## src/rtl/kcpsmx3_inc.sv

```systemverilog
// ---------------------------------------------------------------------------
// kcpsmx3_inc - shared definitions for the kcpsmx3 processor and its port-bus
// peripherals.
//
// Contents:
//   OPERAND_WIDTH        width of processor operands and port-bus data/address
//   MBX_DATA_OFS/CTRL_OFS  register offsets of the I/O mailbox from its base
//   MBX_STAT_*           bit indices of the mailbox STATUS register
//   MBX_CTRL_*           bit indices of the mailbox CTRL register
//   mbx_status_t         packed STATUS layout, bit 7 first
// ---------------------------------------------------------------------------
package kcpsmx3_inc;

  localparam int OPERAND_WIDTH = 8;

  // Mailbox register map (offsets from BASE_ADDR)
  localparam int MBX_DATA_OFS = 0;
  localparam int MBX_CTRL_OFS = 1;

  // Mailbox STATUS bit indices
  localparam int MBX_STAT_TX_EMPTY    = 0;
  localparam int MBX_STAT_TX_FULL     = 1;
  localparam int MBX_STAT_RX_EMPTY    = 2;
  localparam int MBX_STAT_RX_FULL     = 3;
  localparam int MBX_STAT_IRQ_PENDING = 4;
  localparam int MBX_STAT_TX_OVF      = 5;
  localparam int MBX_STAT_RX_UDF      = 6;
  localparam int MBX_STAT_IRQ_EN      = 7;

  // Mailbox CTRL bit indices (bits 7:4 are ignored)
  localparam int MBX_CTRL_IRQ_EN     = 0;
  localparam int MBX_CTRL_FLUSH_TX   = 1;
  localparam int MBX_CTRL_FLUSH_RX   = 2;
  localparam int MBX_CTRL_CLR_STICKY = 3;

  typedef struct packed {
    logic irq_en;
    logic rx_udf;
    logic tx_ovf;
    logic irq_pending;
    logic rx_full;
    logic rx_empty;
    logic tx_full;
    logic tx_empty;
  } mbx_status_t;

endpackage

```

## src/rtl/mailbox_sync_fifo.sv

```systemverilog
// ---------------------------------------------------------------------------
// mailbox_sync_fifo - single-clock first-word-fall-through FIFO used for both
// directions of the I/O mailbox.
//
// Ports:
//   clk, reset   clock and synchronous active-high reset
//   push, wdata  write request and data (ignored when full)
//   pop          read request (ignored when empty)
//   flush        empties the FIFO; wins over push/pop on the same edge
//   head         current head word (valid when !empty)
//   empty, full  occupancy flags, evaluated before the edge
//
// Pointers carry one extra wrap bit so that full and empty are distinguished
// without a separate count; DEPTH must be a power of 2, minimum 2.
// ---------------------------------------------------------------------------
module mailbox_sync_fifo #(
  parameter int WIDTH = 8,
  parameter int DEPTH = 16
) (
  input  logic             clk,
  input  logic             reset,
  input  logic             push,
  input  logic             pop,
  input  logic             flush,
  input  logic [WIDTH-1:0] wdata,
  output logic [WIDTH-1:0] head,
  output logic             empty,
  output logic             full
);

  localparam int AW = $clog2(DEPTH);

  logic [AW:0]      wr_ptr;
  logic [AW:0]      rd_ptr;
  logic [WIDTH-1:0] mem [DEPTH];
  logic             push_ok;
  logic             pop_ok;

  assign empty   = (wr_ptr == rd_ptr);
  assign full    = (wr_ptr[AW] != rd_ptr[AW]) && (wr_ptr[AW-1:0] == rd_ptr[AW-1:0]);
  assign push_ok = push && !full && !flush;
  assign pop_ok  = pop && !empty && !flush;

  // NOTE: sequential state uses non-blocking assignments so every register
  // samples pre-edge values, independent of block ordering.
  always_ff @(posedge clk) begin
    if (reset) begin
      wr_ptr <= '0;
      rd_ptr <= '0;
    end else if (flush) begin
      rd_ptr <= wr_ptr;
    end else begin
      if (push_ok) wr_ptr <= wr_ptr + (AW+1)'(1);
      if (pop_ok)  rd_ptr <= rd_ptr + (AW+1)'(1);
    end
  end

  // NOTE: storage has no reset; the pointers alone define which entries are
  // live, so clearing the array would only cost logic.
  always_ff @(posedge clk) begin
    if (push_ok) mem[wr_ptr[AW-1:0]] <= wdata;
  end

  assign head = mem[rd_ptr[AW-1:0]];

endmodule

```

## src/rtl/kcpsm_io_mailbox.sv

```systemverilog
// ---------------------------------------------------------------------------
// kcpsm_io_mailbox - port-mapped I/O mailbox for the kcpsmx processor bus.
//
// OUTPUT to DATA pushes into the TX FIFO, which drains to a ready/valid
// consumer. INPUT from DATA pops the RX FIFO, which is filled by a ready/valid
// producer. STATUS/CTRL sits at BASE_ADDR+1.
//
// Ports:
//   clk, reset                         clock, synchronous active-high reset
//   port_id, read_strobe, write_strobe processor port-bus controls
//   out_port / in_port                 processor write / read data
//   interrupt, interrupt_ack           RX-arrival interrupt and its ack
//   tx_data, tx_valid, tx_ready        downstream (TX) ready/valid side
//   rx_data, rx_valid, rx_ready        upstream (RX) ready/valid side
//
// Build option: define MAILBOX_IRQ_EN to include the interrupt logic; without
// it interrupt is tied low, irq_en/irq_pending read 0, CTRL bit 0 and
// interrupt_ack are ignored.
// ---------------------------------------------------------------------------
module kcpsm_io_mailbox
  import kcpsmx3_inc::*;
#(
  parameter logic [OPERAND_WIDTH-1:0] BASE_ADDR = 8'h10,
  parameter int                       DEPTH     = 16
) (
  input  logic                     clk,
  input  logic                     reset,
  input  logic [OPERAND_WIDTH-1:0] port_id,
  input  logic                     read_strobe,
  input  logic                     write_strobe,
  input  logic [OPERAND_WIDTH-1:0] out_port,
  output logic [OPERAND_WIDTH-1:0] in_port,
  output logic                     interrupt,
  input  logic                     interrupt_ack,
  output logic [OPERAND_WIDTH-1:0] tx_data,
  output logic                     tx_valid,
  input  logic                     tx_ready,
  input  logic [OPERAND_WIDTH-1:0] rx_data,
  input  logic                     rx_valid,
  output logic                     rx_ready
);

  localparam logic [OPERAND_WIDTH-1:0] DATA_ADDR = BASE_ADDR + OPERAND_WIDTH'(MBX_DATA_OFS);
  localparam logic [OPERAND_WIDTH-1:0] CTRL_ADDR = BASE_ADDR + OPERAND_WIDTH'(MBX_CTRL_OFS);

  logic data_sel, ctrl_sel, ctrl_wr;
  logic tx_push, tx_flush, tx_empty, tx_full;
  logic rx_pop, rx_push, rx_flush, rx_empty, rx_full;
  logic [OPERAND_WIDTH-1:0] rx_head;
  logic tx_ovf, rx_udf;
  logic irq_en, irq_pending;
  mbx_status_t status;

  assign data_sel = (port_id == DATA_ADDR);
  assign ctrl_sel = (port_id == CTRL_ADDR);
  assign ctrl_wr  = write_strobe && ctrl_sel;

  assign tx_push  = write_strobe && data_sel;
  assign tx_flush = ctrl_wr && out_port[MBX_CTRL_FLUSH_TX];
  assign rx_pop   = read_strobe && data_sel;
  assign rx_flush = ctrl_wr && out_port[MBX_CTRL_FLUSH_RX];
  // An RX word is only accepted when there is room and no flush this edge.
  assign rx_push  = rx_valid && !rx_full && !rx_flush;

  mailbox_sync_fifo #(.WIDTH(OPERAND_WIDTH), .DEPTH(DEPTH)) u_tx_fifo (
    .clk   (clk),
    .reset (reset),
    .push  (tx_push),
    .pop   (tx_valid && tx_ready),
    .flush (tx_flush),
    .wdata (out_port),
    .head  (tx_data),
    .empty (tx_empty),
    .full  (tx_full)
  );

  mailbox_sync_fifo #(.WIDTH(OPERAND_WIDTH), .DEPTH(DEPTH)) u_rx_fifo (
    .clk   (clk),
    .reset (reset),
    .push  (rx_valid),
    .pop   (rx_pop),
    .flush (rx_flush),
    .wdata (rx_data),
    .head  (rx_head),
    .empty (rx_empty),
    .full  (rx_full)
  );

  assign tx_valid = !tx_empty;
  assign rx_ready = !rx_full;

  // Sticky error flags. The set terms come after the clear so a new error on
  // the same edge as a clear is not lost. Flushes never count as errors.
  always_ff @(posedge clk) begin
    if (reset) begin
      tx_ovf <= 1'b0;
      rx_udf <= 1'b0;
    end else begin
      if (ctrl_wr && out_port[MBX_CTRL_CLR_STICKY]) begin
        tx_ovf <= 1'b0;
        rx_udf <= 1'b0;
      end
      if (tx_push && tx_full && !tx_flush) tx_ovf <= 1'b1;
      if (rx_pop && rx_empty && !rx_flush) rx_udf <= 1'b1;
    end
  end

`ifdef MAILBOX_IRQ_EN
  logic irq_en_q, irq_pending_q;

  // A push beats an ack on the same edge so an arrival is never missed.
  always_ff @(posedge clk) begin
    if (reset) begin
      irq_en_q      <= 1'b0;
      irq_pending_q <= 1'b0;
    end else begin
      if (ctrl_wr) irq_en_q <= out_port[MBX_CTRL_IRQ_EN];
      if (rx_push && irq_en_q)  irq_pending_q <= 1'b1;
      else if (interrupt_ack)   irq_pending_q <= 1'b0;
    end
  end

  assign irq_en      = irq_en_q;
  assign irq_pending = irq_pending_q;
`else
  logic unused_irq_ack;
  assign unused_irq_ack = interrupt_ack;
  assign irq_en         = 1'b0;
  assign irq_pending    = 1'b0;
`endif

  assign interrupt = irq_pending;

  always_comb begin
    status             = '0;
    status.irq_en      = irq_en;
    status.rx_udf      = rx_udf;
    status.tx_ovf      = tx_ovf;
    status.irq_pending = irq_pending;
    status.rx_full     = rx_full;
    status.rx_empty    = rx_empty;
    status.tx_full     = tx_full;
    status.tx_empty    = tx_empty;
  end

  // NOTE: in_port gets a default before the decode so no path leaves it
  // unassigned, which would infer a latch.
  always_comb begin
    in_port = '0;
    if (data_sel) begin
      in_port = rx_empty ? '0 : rx_head;
    end else if (ctrl_sel) begin
      in_port = status;
    end
  end

endmodule

```

## config.mk

```make
export PLATFORM = sky130hd
export DESIGN_NAME = kcpsm_io_mailbox
export DESIGN_NICKNAME = d
export VERILOG_FILES = /design/src/rtl/kcpsmx3_inc.sv /design/src/rtl/mailbox_sync_fifo.sv /design/src/rtl/kcpsm_io_mailbox.sv
export SDC_FILE = /design/constraint.sdc
export NUM_CORES = 1
export LEC_CHECK = 0
export ABC_AREA = 1
export ABC_CLOCK_PERIOD_IN_PS = 2200
export BUFFER_PORTS_ARGS = -buffer_cell sky130_fd_sc_hd__buf_4
export CAP_MARGIN = 20
export CORE_AREA = 2 2 177 162
export DETAILED_ROUTE_END_ITERATION = 6
export DIE_AREA = 0 0 179 164
export GPL_TIMING_DRIVEN = 0
export PLACE_DENSITY_LB_ADDON = 0.25
export SYNTH_ARGS = -nofsm -noshare
export SYNTH_HDL_FRONTEND = slang
export SYNTH_HIERARCHICAL = 1
export SYNTH_SLANG_ARGS = --single-unit
export TNS_END_PERCENT = 1
```

## constraint.sdc

```tcl
create_clock -name clk -period 2.2 [get_ports clk]
set_clock_uncertainty 0.15 [all_clocks]
set_input_delay 0.11 -clock clk [delete_from_list [all_inputs] [get_ports clk]]
set_output_delay 0.11 -clock clk [all_outputs]
set_load 0.005 [all_outputs]
```

==> flow_summary.json, run 1 <==
{
  "final-max-slew-violation-count": 0,
  "top_level_ports": 50,
  "final_common_cell": "sky130_fd_sc_hd__edfxtp_1",
  "detail_route.iter0.violations": 810,
  "detail-route-antenna-nets": 0,
  "post_synth_and_or_nand_nor_area_fraction": 0.154,
  "highest_count_cells_in_the_layout_ignoring_fill_and_taps": "sky130_fd_sc_hd__edfxtp_1 (256), sky130_fd_sc_hd__nor2_1 (224), sky130_fd_sc_hd__o21ai_0 (117)",
  "cp_cell_instances": "buf_8, inv_8, buf_8, nor2_1, nor2_1, o21ai_2, o211ai_1, nand3_1, nand2_2, nand3_1, o21ai_0, buf_4",
  "failed_checks": "negative setup slack",
  "antennaDiodeCount": 0,
  "worst-setup-path-type": "reg2out",
  "r2r_setup_slack_ns": 0.07,
  "synthToLayoutAreaGrowth_pct": 20.0,
  "holdCritStartpoint": "out_port[2]",
  "synth.yosys.warnings": 6,
  "initial_core_util": 0.444,
  "tritoncts_clock_tree": "built",
  "fin_crit_ns": 2.51,
  "die_area_um2": 29400,
  "critical_path.endpoint_type": "primary output",
  "min_period_over_period": 1.14,
  "synth-adder-area-share": 0.0102,
  "hold_path.class": "in2reg",
  "synth_xor_area_frac": 0.00430,
  "timing.final.hold_violations": 0,
  "fmaxAchievable_ghz": 0.398,
  "gr-usage-all-layers": 0.220,
  "final-instance-count-excl-fill": 1574,
  "routedWlPerCell_um": 20.2,
  "post-route-util": 0.533,
  "slowest_stage_cell_on_the_critical_path": "sky130_fd_sc_hd__dfxtp_2",
  "drc": 0,
  "placement.cell_area_um2": 13000,
  "power_leakage_nw": 5.05,
  "hpwl_um": 21100,
  "vdd_ir_drop_max_v": 0.000658,
  "gr-max-usage-layer": "met2",
  "r2r_cells": 5,
  "synth_sequential_area_ratio": 0.678,
  "cts_buffer_depth": 3,
  "critPathLaunchType": "flop",
  "grt_max_degree": 18,
  "async_sr_flop_fraction": 0,
  "cts_buffers": 30,
  "grt_remaining_overflow": 0,
  "global_route.usage.met1": 0.326,
  "cp.arrival_ns": 2.25,
  "synth_compound_gate_area_share": 0.110,
  "slew_headroom": 0.469,
  "synth_top_flop_cell": "sky130_fd_sc_hd__edfxtp_1",
  "netlist_area_um2": 12200,
  "post-route-cell-area_um2": 14700,
  "dp.cells": 1493,
  "gr-usage-met2": 0.335,
  "yosys_register_bits": 286,
  "grt_setup_unrepaired": "yes",
  "worst_path_dominant_cell_family": "simple AND/OR/NAND/NOR gates",
  "vias": 8585,
  "worst_hold_path.num_cells": 6,
  "regToRegEndpoint": "u_tx_fifo/mem[11][6]",
  "place.gp.congestion": 0.896,
  "final_layout_size_suffix_gt1_frac": 0.199,
  "synth.net_count": 1126,
  "number_of_antenna_violations_at_the_first_check_in_global_routing": 0,
  "final_count_of_negative_setup_slack_endpoints": 16,
  "path_buf_inv": 4,
  "grt_first_pass_wirelength_um": 48200,
  "first_global_vias": 8090,
  "chipHeight_um": 164,
  "dominant_combinational_cell_family_by_area_after_synthesis": "simple AND/OR/NAND/NOR gates",
  "clockRootBuffer": "sky130_fd_sc_hd__clkbuf_16",
  "placeableCoreArea_um2": 27500,
  "routed_wl_um": 31700,
  "maxCapViolations": 0,
  "htree_levels": 1,
  "synth_edf_count": 256,
  "final_nets": 1234,
  "numClockSinks": 286,
  "place_ws_ns": -0.617,
  "grtUsageMet3": 0.0326,
  "clk_pin_slew_worst_paths_ns": 0.06,
  "layout.filler_cells": 2360,
  "worst_ep_required_time_ns": 1.94,
  "placementRows": 58,
  "netlist-cell-type-count": 34,
  "detailedRoute.firstPassIterationCount": 7,
  "run_status": "complete, but fails checks",
  "power_density_nw_per_um2": 751,
  "synth.mux.area_fraction": 0.00164,
  "synth_area_per_inst_um2": 11.3,
  "largest_fanout_of_any_net_on_the_critical_path": 10,
  "vias_per_cell": 5.45,
  "crit_path_max_incr_delay_ns": 0.33,
  "crit-reg2reg-launch": "u_tx_fifo/rd_ptr[4]",
  "timing_worst_slew_pin_value_ns": 0.794,
  "synth_cells": 1085,
  "post-route-worst-setup-slack_ns": -0.314,
  "io_buffers": 47,
  "die_x_um": 179,
  "clk_latency_ns": 0.55
}
-- layout make-up --
type / instances / area, um2 / share of cell area
clock buffer: 43 / 851 / 0.0580
tap: 360 / 450 / 0.0307
inverter: 60 / 236 / 0.0161
sequential: 286 / 8290 / 0.566
multi-input combinational: 687 / 3740 / 0.255
timing repair buffer: 76 / 631 / 0.0430
buffer: 52 / 398 / 0.0271
clock inverter: 10 / 57.6 / 0.00393
-- worst reg2reg max path: cells and delay by family, from the launching register on --
kind                      cells  cell delay (ns)
and+or+nand+nor               3             0.93
DFF                           1             0.34
xor gates and xnor gates      1             0.24
buffers and inverters         1             0.08
-- worst max-delay path by stage --
stage	startpoint	endpoint	slack [ns]	cells past startpoint
CTS	flop	in_port[0]	-0.29	12
floorplan	port_id[2]	u_tx_fifo/mem[15][0]	0.08	11
detailed placement	port_id[3]	u_rx_fifo/mem[15][1]	-0.62	12
finish	flop	in_port[3]	-0.31	12
global route	flop	in_port[3]	-0.43	12
global placement	port_id[3]	u_tx_fifo/mem[15][6]	-0.64	12
-- synthesized netlist by cell type, drive strengths merged (10+ instances only) --
master,count,area [um2]
edfxtp,256,7690
o21ai,152,761
inv,59,226
clkbuf,27,121
nand2,109,477
ha,10,125
a21oi,16,80.1
buf,25,148
o211ai,64,480
nand3,53,325
dfxtp,30,601
nor2,259,1010
-- report_power, final --
group | internal [mW] | switching [mW]
registers | 5.95 | 0.0160
clock network | 2.67 | 2.02
logic | 0.115 | 0.251
-- cells by family (layout without fill, tap and decap cells) --
| family | count (synthesis) | after routing |
|---|---|---|
| mux | 2 | 2 |
| flops | 286 | 286 |
| xor+xnor | 6 | 6 |
| compound gates | 236 | 236 |
| simple gates | 432 | 432 |
| other cells | 1 | 1 |
| fa+ha+maj | 10 | 10 |
| buf+inv | 112 | 241 |
-- per-stage QoR --
stage,hold slack (ns),TNS [ns],power (mW)
final,0.0500,-3.74,11.0
after global routing,0.0811,-9.98,11.3
after CTS,0.0717,-26.92,11.1
after detailed placement,0.173,-133.17,6.39
after global placement,0.175,-128.79,6.38
after floorplan,0.0291,0,6.20
-- per-layer routing --
metal	up-vias	routed length [um]
li1	4045	-
met1	4139	14100
met2	342	14100
met3	59	2500
met4	0	1030
met5	-	0
-- sequential cells by signal, summed over array words and instances, names as in the netlist, named ones only --
register	count
u_rx_fifo/mem	128
u_tx_fifo/mem	128
u_rx_fifo/rd_ptr	5
u_rx_fifo/wr_ptr	5
u_tx_fifo/rd_ptr	5
u_tx_fifo/wr_ptr	5
rx_udf	1
tx_ovf	1
-- repair_timing --
item,4_1_cts,5_1_grt
hold buffers,25,0
gates resized for setup,120,56
endpoints found under the setup margin,269,296
buffers inserted,3,0
endpoints found under the hold margin,287,0
pin swaps,10,4
Power figures use the tool's default switching activity.
==> run 2: changes to the inputs <==
--- a/config.mk
+++ b/config.mk
@@ -13,7 +13,6 @@
 export DETAILED_ROUTE_END_ITERATION = 6
 export DIE_AREA = 0 0 179 164
 export GPL_TIMING_DRIVEN = 0
-export PLACE_DENSITY_LB_ADDON = 0.25
 export SYNTH_ARGS = -nofsm -noshare
 export SYNTH_HDL_FRONTEND = slang
 export SYNTH_HIERARCHICAL = 1
==> flow_summary.json, run 2 (synthesized netlist as in run 1, its figures left out) <==
{
  "maxCapViolations": 0,
  "htree_levels": 1,
  "placementRows": 58,
  "gr-usage-all-layers": 0.220,
  "critical_path.endpoint_type": "primary output",
  "final_count_of_negative_setup_slack_endpoints": 20,
  "hold_path.class": "in2reg",
  "cp.arrival_ns": 2.24,
  "r2r_cells": 7,
  "timing.final.hold_violations": 0,
  "cts_buffer_depth": 3,
  "setup_total_negative_slack_ns": -3.66,
  "final_nets": 1240,
  "final_layout_size_suffix_gt1_frac": 0.223,
  "number_of_antenna_violations_at_the_first_check_in_global_routing": 0,
  "grt_remaining_overflow": 0,
  "place_ws_ns": -0.913,
  "clockRootBuffer": "sky130_fd_sc_hd__clkbuf_16",
  "failed_checks": "negative setup slack",
  "final-instance-count-excl-fill": 1582,
  "post-route-util": 0.551,
  "timing_worst_slew_pin_value_ns": 0.824,
  "worst_hold_path.num_cells": 6,
  "cp_cell_instances": "buf_12, inv_16, buf_12, nor2_2, nor2_2, o21ai_4, o211ai_1, nand3_1, nand2_1, nand3_1, o21ai_2, buf_4",
  "min_period_over_period": 1.14,
  "placeableCoreArea_um2": 27500,
  "critPathLaunchType": "flop",
  "detail-route-antenna-nets": 0,
  "grt_first_pass_wirelength_um": 47800,
  "drc": 0,
  "vias": 8706,
  "power_density_nw_per_um2": 784,
  "fin_crit_ns": 2.50,
  "clk_latency_ns": 0.56,
  "first_global_vias": 7966,
  "power_leakage_nw": 5.27,
  "slowest_stage_cell_on_the_critical_path": "sky130_fd_sc_hd__dfxtp_2",
  "largest_fanout_of_any_net_on_the_critical_path": 8,
  "detail_route.iter0.violations": 801,
  "vias_per_cell": 5.50,
  "slew_headroom": 0.449,
  "detailedRoute.firstPassIterationCount": 5,
  "run_status": "complete, but fails checks",
  "worst-setup-path-type": "reg2out",
  "final-max-slew-violation-count": 0,
  "post-route-worst-setup-slack_ns": -0.298,
  "tritoncts_clock_tree": "built",
  "worst_path_dominant_cell_family": "simple AND/OR/NAND/NOR gates",
  "cp.depth": 12,
  "grt_max_degree": 18,
  "fmaxAchievable_ghz": 0.400,
  "crit_path_max_incr_delay_ns": 0.34,
  "path_buf_inv": 4,
  "worst_ep_required_time_ns": 1.94,
  "synthToLayoutAreaGrowth_pct": 23.9,
  "hpwl_um": 21400,
  "cts_buffers": 29,
  "highest_count_cells_in_the_layout_ignoring_fill_and_taps": "sky130_fd_sc_hd__edfxtp_1 (256), sky130_fd_sc_hd__nor2_1 (210), sky130_fd_sc_hd__o21ai_0 (107)",
  "chipHeight_um": 164,
  "numClockSinks": 286,
  "vdd_ir_drop_max_v": 0.000683,
  "final_common_cell": "sky130_fd_sc_hd__edfxtp_1",
  "routedWlPerCell_um": 20.7,
  "routed_wl_um": 32800,
  "hold-worst-slack_ns": 0.0902,
  "grt_setup_unrepaired": "yes",
  "place.gp.congestion": 0.881,
  "clk_pin_slew_worst_paths_ns": 0.06,
  "top_level_ports": 50,
  "die_area_um2": 29400,
  "io_buffers": 47,
  "die_x_um": 179,
  "dp.cells": 1493,
  "initial_core_util": 0.444,
  "antennaDiodeCount": 0
}
[run 2: stage by stage]
step,power (mW),area (um2)
after floorplan,6.20,12200
after global placement,6.38,13000
after detailed placement,6.39,13000
after CTS,11.9,14600
after global routing,12.2,15100
final,11.9,15100
[run 2: path summary, 6_finish.rpt]
check | slack, ns | end | start
max | -0.30 | in_port[2] | flop
min reg2reg | 0.31 | rx_udf | rx_udf
max reg2reg | 0.02 | u_rx_fifo/mem[4][3] | u_rx_fifo/rd_ptr[4]
min | 0.09 | u_rx_fifo/rd_ptr[0] | out_port[2]
[run 2: power by group]
| part | switching [mW] | internal [mW] | leakage, nW |
|---|---|---|---|
| Sequential | 0.0165 | 5.95 | 2.55 |
| Combinational | 0.257 | 0.118 | 2.19 |
| Clock | 2.07 | 3.46 | 0.525 |
[run 2: timing repair]
item | 4_1_cts | 5_1_grt
gates resized for setup | 111 | 138
pin swaps | 6 | 25
setup buffers | 1 | 3
hold buffers | 25 | 0
setup endpoints to repair | 278 | 273
gates cloned | 0 | 6
endpoints found under the hold margin | 288 | 0
[run 2: routing by layer]
| metal | up-vias | share of wire | global-route usage |
|---|---|---|---|
| li1 | 4073 | - | - |
| met1 | 4251 | 0.46 | 0.340 |
| met2 | 336 | 0.43 | 0.316 |
| met3 | 46 | 0.093 | 0.0512 |
| met4 | 0 | 0.017 | 0.0469 |
| met5 | - | 0 | 0 |
[run 2: final cells by class]
type                    count  area [um2]
plain buffers              52         449
clock buffers              38         790
clock inverters            16         285
fillers                  2257       12400
inverters                  60         254
multi-input cells         687        3830
flip-flops and latches    286        8300
well taps                 360         450
repair buffers             82         783
repair inverters            1        8.76
[run 2: worst min-delay path: stages]
cell	delay, ns
sky130_fd_sc_hd__buf_4	0.13
sky130_fd_sc_hd__nor3b_2	0.21
sky130_fd_sc_hd__nand2_1	0.07
sky130_fd_sc_hd__o21ai_0	0.07
sky130_fd_sc_hd__nand2_1	0.08
sky130_fd_sc_hd__a21oi_1	0.06
